<file path="config.mk">
export PLATFORM = sky130hd
export DESIGN_NAME = chunked_serial_adder_flat
export DESIGN_NICKNAME = d
export VERILOG_FILES = /design/src/rtl/chunked_serial_adder_pkg.sv /design/src/rtl/chunked_serial_adder_if.sv /design/src/rtl/chunked_serial_adder_chunk_adder.sv /design/src/rtl/chunked_serial_adder.sv /design/src/flat_wrapper.sv
export SDC_FILE = /design/constraint.sdc
export NUM_CORES = 1
export LEC_CHECK = 0
export ABC_AREA = 1
export CAP_MARGIN = 10
export CORE_MARGIN = 3
export CORE_UTILIZATION = 46
export DETAILED_ROUTE_END_ITERATION = 10
export PLACE_DENSITY = 0.86
export SLEW_MARGIN = 20
export SYNTH_ARGS = -nofsm -noshare
export SYNTH_HDL_FRONTEND = slang
export SYNTH_SLANG_ARGS = --single-unit
</file>
<file path="constraint.sdc">
create_clock -name clk -period 3 [get_ports clk]
set_input_delay 0.6 -clock clk [delete_from_list [all_inputs] [get_ports clk]]
set_output_delay 0.6 -clock clk [all_outputs]
set_load 0.01 [all_outputs]
</file>
<file path="src/rtl/chunked_serial_adder_pkg.sv">
// Shared FSM encoding and elaboration-time helpers for the chunked serial adder.
// Latency: none (declarations only).
// Backpressure: none (declarations only).
package chunked_serial_adder_pkg;

    typedef enum logic [1:0] {
        IDLE = 2'd0,
        RUN  = 2'd1,
        DONE = 2'd2
    } csa_state_e;

    // Ceiling log2 with a floor of 1, so a single-chunk build still has a 1-bit index.
    function automatic int csa_clog2(input int n);
        int r;
        r = 0;
        while ((1 << r) < n) begin
            r = r + 1;
        end
        return (r < 1) ? 1 : r;
    endfunction

endpackage

</file>
<file path="src/rtl/chunked_serial_adder_if.sv">
// Request/result bundle between a requester and the chunked serial adder.
// Latency: none (wires only).
// Backpressure: none; busy tells the requester that start is being ignored.
interface chunked_serial_adder_if #(
    parameter int WIDTH = 16
);
    logic             start;
    logic             sub;
    logic [WIDTH-1:0] X;
    logic [WIDTH-1:0] Y;
    logic             Cin;
    logic             busy;
    logic             done;
    logic [WIDTH-1:0] S;
    logic             Cout;
    logic             V;

    modport master (
        output start, sub, X, Y, Cin,
        input  busy, done, S, Cout, V
    );

    modport slave (
        input  start, sub, X, Y, Cin,
        output busy, done, S, Cout, V
    );

endinterface

</file>
<file path="src/rtl/chunked_serial_adder_chunk_adder.sv">
// CHUNK-bit combinational ripple-carry adder; also exposes the carry into its top bit.
// Latency: combinational.
// Backpressure: none.
module chunk_adder #(
    parameter int CHUNK = 4
) (
    input  logic [CHUNK-1:0] a,
    input  logic [CHUNK-1:0] b,
    input  logic             ci,
    output logic [CHUNK-1:0] s,
    output logic             co,
    output logic             c_msb
);

    logic [CHUNK:0] c;

    always_comb begin
        c    = '0;
        s    = '0;
        c[0] = ci;
        for (int i = 0; i < CHUNK; i++) begin
            s[i]   = a[i] ^ b[i] ^ c[i];
            c[i+1] = (a[i] & b[i]) | (a[i] & c[i]) | (b[i] & c[i]);
        end
    end

    assign co    = c[CHUNK];
    assign c_msb = c[CHUNK-1];

endmodule

</file>
<file path="src/rtl/chunked_serial_adder.sv">
// WIDTH-bit add/subtract computed CHUNK bits per cycle, LS chunk first, carry registered.
// Latency: done pulses WIDTH/CHUNK cycles after start is accepted.
// Backpressure: start is ignored while busy; a start seen during done is taken at once.
module chunked_serial_adder
    import chunked_serial_adder_pkg::*;
#(
    parameter int WIDTH = 16,
    parameter int CHUNK = 4
) (
    input  logic                  clk,
    input  logic                  rst_n,
    chunked_serial_adder_if.slave bus
);

    localparam int NCH = WIDTH / CHUNK;
    localparam int IW  = csa_clog2(NCH);

    csa_state_e       state_q, state_d;
    logic [IW-1:0]    idx;
    logic [WIDTH-1:0] xr, yr, s_q;
    logic             carry, cout_q, v_q;

    logic [CHUNK-1:0] a_chunk, b_chunk, sum_chunk;
    logic             co, c_msb;
    logic             last, accept;

    assign a_chunk = xr[idx*CHUNK +: CHUNK];
    assign b_chunk = yr[idx*CHUNK +: CHUNK];
    assign last    = (idx == IW'(NCH - 1));
    assign accept  = bus.start && (state_q == IDLE || state_q == DONE);

    chunk_adder #(.CHUNK(CHUNK)) u_chunk_adder (
        .a     (a_chunk),
        .b     (b_chunk),
        .ci    (carry),
        .s     (sum_chunk),
        .co    (co),
        .c_msb (c_msb)
    );

    always_comb begin
        state_d = state_q;
        case (state_q)
            IDLE:    if (bus.start) state_d = RUN;
            RUN:     if (last)      state_d = DONE;
            DONE:    state_d = bus.start ? RUN : IDLE;
            default: state_d = IDLE;
        endcase
    end

    always_ff @(posedge clk or negedge rst_n) begin
        if (!rst_n) begin
            state_q <= IDLE;
            idx     <= '0;
            xr      <= '0;
            yr      <= '0;
            carry   <= 1'b0;
            s_q     <= '0;
            cout_q  <= 1'b0;
            v_q     <= 1'b0;
        end else begin
            state_q <= state_d;
            if (accept) begin
                // Subtract is X + ~Y + 1: invert Y once here and seed the carry with 1.
                xr    <= bus.X;
                yr    <= bus.sub ? ~bus.Y : bus.Y;
                carry <= bus.sub | bus.Cin;
                idx   <= '0;
            end else if (state_q == RUN) begin
                s_q[idx*CHUNK +: CHUNK] <= sum_chunk;
                carry <= co;
                idx   <= last ? '0 : idx + 1'b1;
                if (last) begin
                    cout_q <= co;
                    v_q    <= co ^ c_msb;
                end
            end
        end
    end

    assign bus.busy = (state_q == RUN);
    assign bus.done = (state_q == DONE);
    assign bus.S    = s_q;
    assign bus.Cout = cout_q;
    assign bus.V    = v_q;

endmodule

</file>
<file path="src/flat_wrapper.sv">
// flat-port wrapper written by rule: the top's interface ports become plain ports
module chunked_serial_adder_flat import chunked_serial_adder_pkg::*;
#(
    parameter int WIDTH = 16,
    parameter int CHUNK = 4
)
  (clk, rst_n, bus_start, bus_sub, bus_X, bus_Y, bus_Cin, bus_busy, bus_done, bus_S, bus_Cout, bus_V);
  chunked_serial_adder_if #(.WIDTH(WIDTH)) bus_i ();
  input  logic clk;
  input  logic rst_n;
  input wire logic [$bits(bus_i.start)-1:0] bus_start;
  input wire logic [$bits(bus_i.sub)-1:0] bus_sub;
  input wire logic [$bits(bus_i.X)-1:0] bus_X;
  input wire logic [$bits(bus_i.Y)-1:0] bus_Y;
  input wire logic [$bits(bus_i.Cin)-1:0] bus_Cin;
  output wire logic [$bits(bus_i.busy)-1:0] bus_busy;
  output wire logic [$bits(bus_i.done)-1:0] bus_done;
  output wire logic [$bits(bus_i.S)-1:0] bus_S;
  output wire logic [$bits(bus_i.Cout)-1:0] bus_Cout;
  output wire logic [$bits(bus_i.V)-1:0] bus_V;
  assign bus_i.start = bus_start;
  assign bus_i.sub = bus_sub;
  assign bus_i.X = bus_X;
  assign bus_i.Y = bus_Y;
  assign bus_i.Cin = bus_Cin;
  assign bus_busy = bus_i.busy;
  assign bus_done = bus_i.done;
  assign bus_S = bus_i.S;
  assign bus_Cout = bus_i.Cout;
  assign bus_V = bus_i.V;
  chunked_serial_adder #(.WIDTH(WIDTH), .CHUNK(CHUNK)) u_core (.clk(clk), .rst_n(rst_n), .bus(bus_i));
endmodule
</file>
==> After elaboration in Yosys (flattened, before gate mapping) <==
Index checks and enable logic that the tools add are counted.
{ "word_totals": {"ff_bits": 55, "output_inout_bits": 20, "in_bits": 37} }
{ "classes": {"addsub": 2, "shifts": 4, "n_reduce_logical": 7, "n_mux": 11, "n_eq_ne": 5, "bitwise_logic": 32} }
{ "ops": {"columns": ["operator", "count"], "rows": [
  ["negation 4 -> 34 bit", 1],
  ["variable shift 4 x 34 -> 16 bit (first input constant)", 1],
  ["indexed part select 4 x 34 -> 16 bit", 1],
  ["indexed part select 16 x 5 -> 4 bit", 2],
  ["bitwise mux 16 bit", 1],
  ["two-way mux 16 bit", 1],
  ["inverter 16 bit", 1],
  ["AND 1 bit", 12],
  ["two-way mux 2 bit", 5],
  ["bitwise OR 1 bit", 9],
  ["XOR 1 bit", 9],
  ["case mux 2 bit (3 select lines)", 1],
  ["== test 2 bit (second input constant)", 2],
  ["AND reduction 2 bit", 2],
  ["two-way mux 1 bit", 3],
  ["AND reduction 3 bit", 1],
  ["adder 2 x 1 -> 2 bit (second input constant)", 1],
  ["== test 2 x 1 -> 1 bit (second input constant)", 1],
  ["zero test 2 bit", 1],
  ["!= test 2 x 1 -> 1 bit (second input constant)", 1],
  ["!= test 2 bit (second input constant)", 1],
  ["nonzero test 2 bit", 1],
  ["logical AND 1 bit", 1],
  ["logical OR 1 bit", 1],
  ["inverter 1 bit", 1]
]} }

==> Logic depth before layout (Yosys ltp) <==
Gate-level depths: netlist of run 1.
{ "logic_depth": {"word_depth": 15, "mapped_depth": 15, "mapped_depth_nobuf": 14} }

==> By module <==
A second synthesis of run 1 with hierarchy kept.
{ "hier_totals": {"hier_cells": 366, "hier_area_um2": 2990.4} }
{ "modules_own_cells": {"columns": ["mod", "cells_each", "instances", "seq_area_each_um2", "area_each_um2"], "rows": [
  ["chunked_serial_adder", 352, 1, 1376.3, 2872.8],
  ["chunk_adder", 14, 1, 0.0, 117.6]
]} }

==> Worst setup path after synthesis of run 1 <==
Ideal clock, no wire load.
{ "synth_path": {"path_type": "reg2reg", "startpoint": "register u_core.idx[0]", "endpoint": "register u_core.s_q[15], in the netlist u_core.bus.S[15]", "setup_slack_ns": 0.198, "t_required_ns": 2.884, "n_path_buf": 1, "arrival_time_ns": 2.685, "path_stages_with_launch": 15, "cell_sequence": "dfrtp_1 -> inv_1 -> clkbuf_1 -> o21ai_0 -> nand2_1 -> fa_1 -> inv_1 -> fa_1 -> fa_1 -> inv_1 -> fa_1 -> nand3_1 -> inv_1 -> nand2_1 -> nand2_1"} }
{ "synth_between": {"elab_chain_len": 13} }
{ "synth_rtl": {"columns": ["item", "line", "source"], "rows": [
  ["from (decl)", "chunked_serial_adder.sv:19", "logic [IW-1:0] idx;"],
  ["from (signal assigned)", "chunked_serial_adder.sv:72", "idx <= last ? '0 : idx + 1'b1;"],
  ["indexed part select 16 x 5 -> 4 bit (on tied branches)", "chunked_serial_adder.sv:27, chunked_serial_adder.sv:28", null],
  ["AND 1 bit", "chunked_serial_adder_chunk_adder.sv:23", "c[i+1] = (a[i] & b[i]) | (a[i] & c[i]) | (b[i] & c[i]);"],
  ["bitwise OR 1 bit (2 in series)", "chunked_serial_adder_chunk_adder.sv:23", null],
  ["AND 1 bit", "chunked_serial_adder_chunk_adder.sv:23", null],
  ["bitwise OR 1 bit (2 in series)", "chunked_serial_adder_chunk_adder.sv:23", null],
  ["AND 1 bit", "chunked_serial_adder_chunk_adder.sv:23", null],
  ["bitwise OR 1 bit (2 in series)", "chunked_serial_adder_chunk_adder.sv:23", null],
  ["XOR 1 bit", "chunked_serial_adder_chunk_adder.sv:22", "s[i] = a[i] ^ b[i] ^ c[i];"],
  ["indexed part select 4 x 34 -> 16 bit", "chunked_serial_adder.sv:70", "s_q[idx*CHUNK +: CHUNK] <= sum_chunk;"],
  ["bitwise mux 16 bit (*)", "chunked_serial_adder.sv:70", null],
  ["to (signal, indexed assignment)", "chunked_serial_adder.sv:70", null],
  ["to (decl)", "chunked_serial_adder.sv:20", "logic [WIDTH-1:0] xr, yr, s_q;"]
]} }
Mark *: on every way between the ends. The rest lies on a longest branch, timed or not.
A chain may end at the register's enable or synchronous reset.

==> Worst setup path after layout of run 1 <==
Same ends and word-level chain as after synthesis.

==> impl_metrics.yaml, run 1 <==
global_routing:
  grt_antenna_before_repair: 0
  grt_max_degree: 56
  track_usage_pct: 17.98
  grt_overflow: 0
  grt_pass1_wl_um: 10350
  grt_pass1_vias: 2261
detailed_routing:
  wl_um: 6226
  remaining_drc_errors: 0
  dr_wl_met3_um: 345
  first_iter_violations: 155
  drt-met1-wl_um: 2708
  highest_layer: "met4"
  wire_per_inst_um: 12.68
  vias_per_cell: 4.947
  wl_met2_um: 3101
  first_pass_iters: 4
  ant_nets: 0
  vias: 2429
worst_hold_path:
  holdCritPathClass: "input pin to asynchronous set/reset pin"
floorplanning:
  core_sq_um: 5709
  rows: 27
  die_w_um: 84.02
  dieArea_sq_um: 7059
  die_y_um: 84.02
  initial_core_util_pct: 49.05
  ios: 57
timing:
  fin_crit_sh_pct: 94.28
  final-setup-viol-count: 0
  drv_slew: 0
  setup_ws_ns: 0.1716
  finalClockSkew_ns: 0.009995
  whs_ns: 0.4034
  fmax_mhz: 353.6
  final_hold_viol_count: 0
  setup_tns_ns: 0
  rsz0062_at_grt: "false"
  slew_headroom_pct: 43.09
  worst_pin_slew_ns: 0.8510
  layout_min_cycle_time_ns: 2.828
worst_setup_path:
  worst_setup_path_end_kind: "flop"
  critPathRequiredTime_ns: 3.21
  worstSetupStartpointType: "flop"
  slowest_stage: "fa_1"
  critPathMaxStageDelay_ns: 0.46
  cp_max_fo: 7
  arrival_ns: 3.04
  path_cells: "buf_4, nor2_1, nor2_1, o21ai_0, nand2_1, fa_1, inv_1, fa_1, fa_2, inv_1, fa_1, nand3_1, inv_1, nand2_1, nand2_1"
  critical_path_class: "flop to flop"
placed_design:
  hpwl_um: 4575
  place_worst_setup_slack_ns: 0.1653
  place.gp.congestion: 0.9292
  io_buffers: 56
yosys:
  synthesis.nets: 399
  avgSynthCellArea_sq_um: 7.955
  syn_area_sq_um: 2800
  syn_inst: 352
  seq_area_frac_synth_pct: 49.15
  synth_flop_cell: "dfrtp_1"
  synthTopCellsByCount: "167 x nand2_1, 55 x dfrtp_1, 22 x nand3_1"
  synth_area_leaders: "dfrtp_1 49%, nand2_1 22%, xor2_1 5.0%"
  synth_top_area_cell: "dfrtp_1"
  synth_cell_types: 18
  synth_top_area_share_pct: 49.15
  async_reset_ff_share_pct: 100.0
  synth.most_common_cell: "nand2_1"
  synth-edff-count: 0
  synth-seq-cells: 55
  yosys_warnings: 0
finish:
  n_antenna_cell: 0
  fillers: 482
  finalNetCount: 465
  layout-drive-gt1-share_pct: 7.637
  area_growth_pct: 29.00
  multiInputGateArea_sq_um: 1272
  seq_area_sq_um: 1378
outcome:
  status: "completed"
cts:
  htreeDepth: 2
  cts_buffers: 5
  root_buffer: "clkbuf_8"
  cts_sinks: 55
  cts_max_path_buffers: 2
  clkTransAtPathRegs_ns: 0.10
  clk_latency_ns: 0.31
  cts_tree: "done"
pwr:
  peakVddDrop_uv: 582.1
  p_leak_nw: 1.841
  power_density_nw_per_um2: 1060
job:
  max-cap-violations: 0
## path summary, 6_finish.rpt
check / depth (start not counted) / endpoint / from / slack [ns]
max: 15 / u_core.bus.S[15] / u_core.idx[0] / 0.17
min: 2 / u_core.bus.S[5] / rst_n / 0.40
max reg2reg: 15 / u_core.bus.S[15] / u_core.idx[0] / 0.17
min reg2reg: 2 / u_core.yr[13] / u_core.yr[13] / 0.49
max in group asynchronous: 2 / u_core.idx[1] / rst_n / 2.12
min in group clk: 2 / u_core.yr[13] / u_core.yr[13] / 0.49
## metrics by stage
stage                     power [W]  instances  util (%)  area [sq um]
final                      0.003828        491     63.27          3612
after global routing       0.004220        491     63.27          3612
after CTS                  0.003719        483     62.06          3543
after detailed placement   0.003232        475     60.09          3431
after global placement     0.003141        475     60.09          3431
after floorplan            0.002581        352         -          2800
## cell families (layout without fill, tap and decap cells)
| family | after synthesis | in the layout | synth area share, % |
|---|---|---|---|
| fa+ha+maj | 10 | 10 | 5.541 |
| compound gates | 22 | 22 | 4.290 |
| buf+inv | 34 | 101 | 5.496 |
| flops | 55 | 55 | 49.15 |
| simple gates | 214 | 214 | 30.21 |
| xor+xnor | 17 | 17 | 5.317 |
## sequential cells by signal (all words and copies together) (netlist names)
name and cells:
u_core.bus.S 16, u_core.xr 16, u_core.yr 16, u_core.idx 2, u_core.state_q 2, u_core.bus.Cout 1, u_core.bus.V 1, u_core.carry 1
## cell usage in the layout, fill, tap and decap left out
master and n:
nand2_1 167, clkdlybuf4s50_1 55, dfrtp_1 54, nand3_1 22, nor2_1 21, inv_1 19, o21ai_0 18, xor2_1 16
buf_4 15, ha_1 6, clkbuf_8 5, o211ai_1 4, fa_1 3, clkinvlp_4 2, nor2_4 1, nor2_2 1
nand2_2 1, xnor2_1 1, nand4_1 1, fa_2 1, clkinv_2 1, clkinv_4 1, bufinv_16 1, clkinvlp_2 1
buf_2 1, dfrtp_2 1
## critical path, delay by kind of cell, from the launching register on
kind | cells | cell delay, ns
adders and majority gates | 4 | 1.38
DFF | 1 | 0.40
buffers and inverters | 4 | 0.35
AOI/OAI and AO/OA | 1 | 0.10
and+or+nand+nor | 6 | 0.50
## final cells by class
cell class	count	share of cell area (%)
Clock inverter	3	1.212
Clock buffer	5	1.905
Multi-Input combinational cell	263	35.23
Timing Repair inverter	1	0.1386
Inverter	21	2.390
Tap cell	72	2.494
Sequential cell	55	38.14
Timing Repair Buffer	71	18.50
## power by group
part           total, W  internal (W)  switching, W
clock network  0.000491      0.000249      0.000243
logic           0.00208      0.000864       0.00122
registers       0.00126       0.00105      0.000205
total           0.00383       0.00216       0.00166
## routing by layer
| metal | global-route usage, % | vias to the layer above |
|---|---|---|
| met4 | 4.825 | 0 |
| met2 | 30.70 | 86 |
| li1 | - | 1214 |
| met1 | 23.56 | 1118 |
| met5 | 0 | - |
| met3 | 3.060 | 11 |
## what timing repair did
| action | 4_1_cts | 5_1_grt |
|---|---|---|
| gates resized for setup | 0 | 4 |
| hold buffers | 0 | 0 |
| setup endpoints to repair | 0 | 4 |
| buffers inserted | 0 | 7 |
Note: power is estimated with default switching activity, not from simulation.
==> run 2, diff against run 1 <==
Settings changed: PLACE_DENSITY 0.86 to not set, PLACE_DENSITY_LB_ADDON set to 0.25.
==> run 2 against run 1 <==
  * Sequential power is essentially flat
  * Maximum frequency grew 1.5%
  * Utilization fell by 1.4 points
  * Clock-buffer cell count is 1 higher
  * Largest cell class unchanged
  * Routed wire length down 6.3%
  * Highest routed layer unchanged
==> impl_metrics.yaml, run 2 (same netlist as run 1, synthesis figures left out) <==
outcome:
  status: "completed"
timing:
  fin_crit_sh_pct: 92.91
  finalClockSkew_ns: 0.009320
  final-setup-viol-count: 0
  layout_min_cycle_time_ns: 2.787
  rsz0062_at_grt: "false"
  slew_headroom_pct: 44.71
  setup_tns_ns: 0
  worst_pin_slew_ns: 0.8268
  fmax_mhz: 358.8
  final_hold_viol_count: 0
  setup_ws_ns: 0.2127
  drv_slew: 0
global_routing:
  grt_antenna_before_repair: 0
  grt_overflow: 0
  grt_max_degree: 56
  track_usage_pct: 17.31
  grt_pass1_wl_um: 10010
  grt_pass1_vias: 2230
worst_setup_path:
  critical_path_class: "flop to flop"
  worstSetupStartpointType: "flop"
  reg2reg_depth: 15
  r2r_start: "u_core.idx[0]"
  r2r_end: "u_core.bus.S[15]"
  arrival_ns: 2.99
  ff2ff_setup_slack_ns: 0.21
  cp_max_fo: 23
  worst_setup_path_end_kind: "flop"
  critPathRequiredTime_ns: 3.21
detailed_routing:
  vias_per_cell: 4.863
  first_iter_violations: 70
  first_pass_iters: 5
  ant_nets: 0
  remaining_drc_errors: 0
  wire_per_inst_um: 12.08
  vias: 2349
  wl_um: 5834
cts:
  clk_latency_ns: 0.31
  cts_sinks: 55
  cts_buffers: 5
  clkTransAtPathRegs_ns: 0.09
  root_buffer: "clkbuf_8"
  htreeDepth: 2
  cts_max_path_buffers: 2
  cts_tree: "done"
pwr:
  peakVddDrop_uv: 538.7
  power_density_nw_per_um2: 1034
  p_leak_nw: 1.803
  finalPower_w: 0.003649
finish:
  n_antenna_cell: 0
  final_area_sq_um: 3531
  area_growth_pct: 26.09
  final_common_cell: "nand2_1"
  layout.cells.most_common_list: "167 x nand2_1, 55 x clkdlybuf4s50_1, 55 x dfrtp_1"
  finalNetCount: 457
  layout-drive-gt1-share_pct: 5.109
floorplanning:
  ios: 57
  core_sq_um: 5709
  initial_core_util_pct: 49.05
  dieArea_sq_um: 7059
  die_y_um: 84.02
  die_w_um: 84.02
  rows: 27
placed_design:
  dpl-instance-area_sq_um: 3431
  io_buffers: 56
  place.gp.congestion: 0.8640
  hpwl_um: 4411
  place_worst_setup_slack_ns: 0.1372
job:
  max-cap-violations: 0
worst_hold_path:
  holdCritPathClass: "input pin to asynchronous set/reset pin"
==> run 2: per-stage QoR <==
step	hold WS (ns)	instances	util [%]
6_report	0.4095	483	61.85
5_1_grt	0.4795	483	61.85
4_1_cts	0.4336	483	61.58
3_5_place_dp	0.4689	475	60.09
3_3_place_gp	0.4636	475	60.09
2_1_floorplan	0.3044	352	-
==> run 2: cell type report <==
class | instances | area [sq um]
multi-input cells | 263 | 1272
fillers | 521 | 2178
clock buffers | 6 | 72.57
repair buffers | 64 | 628.1
well taps | 72 | 90.09
inverters | 21 | 78.83
flip-flops and latches | 55 | 1376
clock inverters | 2 | 12.51
==> run 2: worst max-delay path by stage <==
stage / startpoint / to / slack (ns)
final: u_core.idx[0] / u_core.bus.S[15] / 0.21
after global placement: u_core.idx[0] / u_core.bus.S[15] / 0.23
after detailed placement: u_core.idx[0] / u_core.bus.S[15] / 0.14
after global routing: u_core.idx[0] / u_core.bus.S[15] / 0.04
after floorplan: u_core.idx[0] / u_core.bus.S[15] / 0.20
after CTS: u_core.idx[0] / u_core.bus.S[15] / 0.11
==> run 2: worst max-delay path, stage by stage (launching register included) <==
cell     delay (ns)
dfrtp_1        0.41
buf_12         0.17
nor2_1         0.06
nor2_1         0.07
o21ai_0        0.08
nand2_1        0.10
fa_1           0.17
inv_1          0.05
fa_1           0.39
fa_2           0.38
inv_1          0.08
fa_1           0.45
nand3_1        0.13
inv_1          0.05
nand2_1        0.07
nand2_1        0.05
==> run 2: routing by layer <==
layer	vias up	share of wire (%)	track usage, %	wire length, um
met3	5	4.4	3.455	257
li1	1202	-	-	-
met4	0	0.98	3.947	57
met1	1089	46	22.50	2655
met2	53	49	29.70	2863
met5	-	0	0	0
==> run 2: repair_timing <==
action | in CTS | in global routing
hold buffers | 0 | 0
setup endpoints to repair | 0 | 4
setup buffers | 0 | 0
resized for setup | 0 | 5
==> run 2: power breakdown <==
part	total (W)	switching [W]	internal, W
sequential	0.00124	0.000187	0.00105
combinational	0.00201	0.00118	0.000832
clock	0.000404	0.000240	0.000164
